### src/rtl/mux_scan_n.sv
// mux_scan_n: registered N-channel, W-bit multiplexer with manual select
// and a round-robin auto-scan sequencer with a programmable dwell time.
// Optional feature: define MUX_SCAN_MASK_EN to add the ch_mask input, which
// lets the scan skip disabled channels and blocks manual access to them.
// Without the macro every channel is treated as enabled.
module mux_scan_n #(
   parameter  int WIDTH   = 8,
   parameter  int CH      = 4,
   parameter  int DWELL_W = 4,
   localparam int SEL_W   = $clog2(CH)
) (
   input  logic                  clk,
   input  logic                  rst,
   input  logic [CH*WIDTH-1:0]   i,
   input  logic [SEL_W-1:0]      s,
   input  logic                  mode,
   input  logic                  en,
   input  logic [DWELL_W-1:0]    dwell,
`ifdef MUX_SCAN_MASK_EN
   input  logic [CH-1:0]         ch_mask,
`endif
   output logic [WIDTH-1:0]      y,
   output logic                  y_valid,
   output logic [SEL_W-1:0]      y_ch
);

   typedef enum logic {
      MANUAL = 1'b0,
      SCAN   = 1'b1
   } state_t;

   state_t               state_q, state_d;
   logic [SEL_W-1:0]     idx_q, idx_d;
   logic [DWELL_W-1:0]   cnt_q, cnt_d;
   logic [WIDTH-1:0]     y_q, y_d;
   logic                 y_valid_q, y_valid_d;
   logic [SEL_W-1:0]     y_ch_q, y_ch_d;

   logic [CH-1:0]        mask;
   logic [SEL_W-1:0]     cur_idx;
   logic [DWELL_W-1:0]   cur_cnt;
   logic [SEL_W-1:0]     eff_idx;
   logic [DWELL_W-1:0]   eff_cnt;
   logic [WIDTH-1:0]     scan_data;
   logic [WIDTH-1:0]     man_data;
   logic                 man_ok;

   // Next enabled channel after 'from', wrapping at CH-1; returns 'from' if none
   function automatic logic [SEL_W-1:0] next_enabled(input logic [SEL_W-1:0] from,
                                                     input logic [CH-1:0]    m);
      logic [SEL_W-1:0] r;
      logic             found;
      int               c;
      r     = from;
      found = 1'b0;
      for (int k = 1; k <= CH; k++) begin
         c = (int'(from) + k) % CH;
         if (!found && m[c]) begin
            r     = SEL_W'(c);
            found = 1'b1;
         end
      end
      return r;
   endfunction

`ifdef MUX_SCAN_MASK_EN
   assign mask = ch_mask;
`else
   assign mask = '1;
`endif

   // Scan position as seen this cycle; a fresh entry into scan starts at channel 0
   always_comb begin
      cur_idx = '0;
      cur_cnt = '0;
      if (state_q == SCAN) begin
         cur_idx = idx_q;
         cur_cnt = cnt_q;
      end
      eff_idx = cur_idx;
      eff_cnt = cur_cnt;
      if (!mask[cur_idx]) begin
         eff_idx = next_enabled(cur_idx, mask);
         eff_cnt = '0;
      end
   end

   // Channel data picked by the scan index and by the manual select
   always_comb begin
      scan_data = '0;
      man_data  = '0;
      man_ok    = 1'b0;
      for (int k = 0; k < CH; k++) begin
         if (eff_idx == SEL_W'(k)) begin
            scan_data = i[k*WIDTH +: WIDTH];
         end
         if (s == SEL_W'(k)) begin
            man_data = i[k*WIDTH +: WIDTH];
            man_ok   = mask[k];
         end
      end
   end

   // Mode FSM, scan sequencing with dwell, and next output values
   always_comb begin
      state_d   = state_q;
      idx_d     = idx_q;
      cnt_d     = cnt_q;
      y_d       = y_q;
      y_valid_d = 1'b0;
      y_ch_d    = y_ch_q;
      if (mode) begin
         state_d = SCAN;
         idx_d   = cur_idx;
         cnt_d   = cur_cnt;
         if (en && (mask != '0)) begin
            y_d       = scan_data;
            y_ch_d    = eff_idx;
            y_valid_d = 1'b1;
            if (eff_cnt >= dwell) begin
               cnt_d = '0;
               idx_d = next_enabled(eff_idx, mask);
            end else begin
               idx_d = eff_idx;
               cnt_d = eff_cnt + DWELL_W'(1);
            end
         end
      end else begin
         state_d = MANUAL;
         idx_d   = '0;
         cnt_d   = '0;
         if (en) begin
            y_ch_d = s;
            if (man_ok) begin
               y_d       = man_data;
               y_valid_d = 1'b1;
            end else begin
               y_d = '0;
            end
         end
      end
   end

   // State and output registers with synchronous reset
   always_ff @(posedge clk) begin
      if (rst) begin
         state_q   <= MANUAL;
         idx_q     <= '0;
         cnt_q     <= '0;
         y_q       <= '0;
         y_valid_q <= 1'b0;
         y_ch_q    <= '0;
      end else begin
         state_q   <= state_d;
         idx_q     <= idx_d;
         cnt_q     <= cnt_d;
         y_q       <= y_d;
         y_valid_q <= y_valid_d;
         y_ch_q    <= y_ch_d;
      end
   end

   assign y       = y_q;
   assign y_valid = y_valid_q;
   assign y_ch    = y_ch_q;

endmodule

### config.mk
export PLATFORM = sky130hd
export DESIGN_NAME = mux_scan_n
export DESIGN_NICKNAME = d
export VERILOG_FILES = /design/src/rtl/mux_scan_n.sv
export SDC_FILE = /design/constraint.sdc
export NUM_CORES = 1
export LEC_CHECK = 0
export CAP_MARGIN = 10
export CORE_AREA = 2 2 64 66
export DETAILED_ROUTE_END_ITERATION = 8
export DIE_AREA = 0 0 66 68
export PLACE_DENSITY = 0.81
export SLEW_MARGIN = 20
export SYNTH_ARGS = -nofsm -noshare
export SYNTH_HDL_FRONTEND = slang
export SYNTH_SLANG_ARGS = --single-unit
### constraint.sdc
create_clock -name clk -period 1.8 [get_ports clk]
set_input_delay 0.27 -clock clk [delete_from_list [all_inputs] [get_ports clk]]
set_output_delay 0.27 -clock clk [all_outputs]
set_load 0.02 [all_outputs]
==> impl_metrics.tcl <==
set metrics [dict create \
    critPathTopFamily "simple AND/OR/NAND/NOR gates" \
    synth_edf_count 0 \
    clk_pin_slew_ps 60 \
    r2r-end "idx_q[1]" \
    yosys_warnings 0 \
    fin_util_pct 57.3 \
    worst_slack_ps 137 \
    ys_ff_latch 18 \
    wl_microns 3970 \
    slew_violations 0 \
    wl_per_cell_microns 14.4 \
    period_share_pct 92.4 \
    rr_worst_depth 7 \
    vias_per_cell 5.49 \
    tightest_slew_ps 377 \
    dp_slack_ps -99.3 \
    path_max_fanout 9 \
    cts_sinks 18 \
    rrSetupSlack_ps 140 \
    fin_setup_tns_ps 0 \
    dp_hpwl_microns 3060 \
    num_rows 23 \
    synth_area_sq_mm 0.00147 \
    die_w_microns 66 \
    ir_drop_v 0.000234 \
    cts_made_buffers 3 \
    area_growth_pct 50.1 \
    p_per_area_mw_per_mm2 460 \
    synth_ff_type "dfxtp_1" \
    async_flop_share_pct 0 \
    core_sq_mm 0.00386 \
    setup_viol 0 \
    hold_class "reg -> reg" \
    crit_path_start_kind "flip-flop" \
    final_antenna_net_count 0 \
    seq_area_frac_synth_pct 24.5 \
    antenna_found_initial 0 \
    final_layout_size_suffix_gt1_share_pct 18.6 \
    finish.net_count 278 \
    worst_slew_margin_rel_pct 74.9 \
    cpPeakStageDelay_ps 410 \
    min_period_ps 1660 \
    clock.fmax_mhz 601 \
    grtUsageTotal_pct 19.3 \
    hold_start "y[6]" \
    ys_top_cells_by_count "dfxtp_1 (18), nand2_1 (18), nand3b_1 (16), inv_1 (15), a21oi_1 (11)" \
    grt_first_pass_wirelength_microns 6600 \
    cap_violations 0 \
    ios 53 \
    clkLatencyLatePin_ps 250 \
    clock_tree.root_cell "clkbuf_8" \
    synthesis.area_per_instance_sq_um 8.66 \
    synth_area_leaders "dfxtp_1 (24%), mux4_2 (12%), nand3b_1 (8.2%)" \
    grt_overflow 0 \
    cts_hold_buf 0 \
    grt_pass1_vias 1458 \
    rsz0062_at_grt "false" \
    synth_top_cell_area_share_pct 24.5 \
    worstSetupEndpointType "flip-flop" \
    cp.required_ps 1990 \
    fin_skew_ps 1.31 \
    drt_iter0_markers 115 \
    crit_chain "and2_2 > ha_1 > buf_4 > nor2b_1 > o2bb2ai_2 > nor3_2 > mux2i_1" \
    p_leak_nw 0.880 \
    hold_depth 2 \
    arrival_ps 1850 \
    status "finished clean" \
    via_count 1516 \
    hold_end "y[6]" \
    r2r-start "state_q" \
    drtPass1Iterations 4 \
    syn_nets 220 \
    port_buffers 52 \
    worst-path-buf-inv 1 \
    gp_congestion 0.779 \
    start_util_pct 38.2 \
    ys_types 36 \
    cts_tree "yes" \
    clockBufferDepth 2 \
    drcViolationCount 0 \
    cts.htree.levels 1 \
    critPathKind "reg -> reg" \
    diodes 0 \
    grt_max_degree 17 \
    postSynthCellCount 170 \
    die_h_microns 68 \
    cp.depth 7 \
    die_area_sq_mm 0.00449 \
    cp_slowest_cell "dfxtp_4" \
    synth_top_cell_by_area "dfxtp_1" \
    hold_violations 0 \
]
-- final cells by class --
| type | instances | area, sq um |
|---|---|---|
| Multi-Input combinational cell | 123 | 1020 |
| Sequential cell | 18 | 364 |
| Tap cell | 50 | 62.6 |
| Fill cell | 337 | 1650 |
| Inverter | 15 | 56.3 |
| Clock buffer | 3 | 41.3 |
| Timing Repair Buffer | 67 | 671 |
-- power by group --
part | internal, mW | switching [mW]
sequential | 0.417 | 0.0136
combinational | 0.187 | 0.122
clock | 0.149 | 0.129
-- sequential cells by signal, summed over array words and instances (netlist names) --
signal,flops
state_q,1
y_valid,1
idx_q,2
y_ch,2
y,8
cnt_q,4
-- per-layer routing --
| metal | wire length, microns | track usage (%) | vias up |
|---|---|---|---|
| li1 | - | - | 731 |
| met1 | 1690 | 24.0 | 718 |
| met2 | 1980 | 33.7 | 61 |
| met3 | 224 | 1.81 | 6 |
| met4 | 74 | 9.18 | 0 |
| met5 | 0 | 0 | - |
-- cells in the final DEF (no fill, tap or decap), types with 2 or more instances in the layout --
cell              n
nor2_1            5
inv_1            15
o211ai_1          2
buf_12            3
a221oi_2          7
a21oi_1          11
clkbuf_8          3
nand2_1          17
a31oi_1           8
clkdlybuf4s50_1  52
nand3_1           2
nand3b_1         16
dfxtp_1          17
mux2i_1           4
nand2b_1          2
buf_4            12
ha_1              8
and2_1            8
o21ai_0           6
mux4_2            8
a211oi_1          2
and2_2            2
o21ai_1           2
-- stage by stage --
stage               total power [mW]  cell area [sq um]  hold slack, ps  instances
floorplan                      0.579               1470             343        170
global placement               0.739               2120             472        273
detailed placement             0.744               2120             478        273
CTS                             1.02               2160             488        276
global route                    1.07               2210             505        276
finish                          1.02               2210             487        276
-- worst min-delay path: stages, from the launching register on --
cell and delay (ps):
dfxtp_1 310, nand2_1 60, a31oi_1 70
-- repair_timing --
item,4_1_cts,5_1_grt
setup buffers,0,0
gates resized for setup,0,10
setup endpoints to repair,0,14
hold endpoints to repair,0,0
-- cell families (layout without fill, tap and decap cells) --
| logic type | Yosys count | count (layout) | share of synthesized area [%] |
|---|---|---|---|
| adders and majority gates | 8 | 8 | 6.80 |
| AOI/OAI and AO/OA | 43 | 43 | 20.8 |
| buffers and inverters | 29 | 85 | 9.51 |
| DFF | 18 | 18 | 24.5 |
| and+or+nand+nor | 59 | 59 | 22.9 |
| xor gates and xnor gates | 1 | 1 | 0.595 |
| muxes | 12 | 12 | 15.0 |
-- worst max path at each step --
stage / slack (ps) / endpoint / from
2_1_floorplan: 160 / y[4] / state_q
4_1_cts: 30 / y[1] / state_q
3_5_place_dp: -100 / cnt_q[2] / dwell[3]
6_report: 140 / idx_q[1] / state_q
5_1_grt: 8 / y[3] / state_q
3_3_place_gp: -10 / idx_q[0] / dwell[3]
Note: power is estimated with default switching activity, not from simulation.
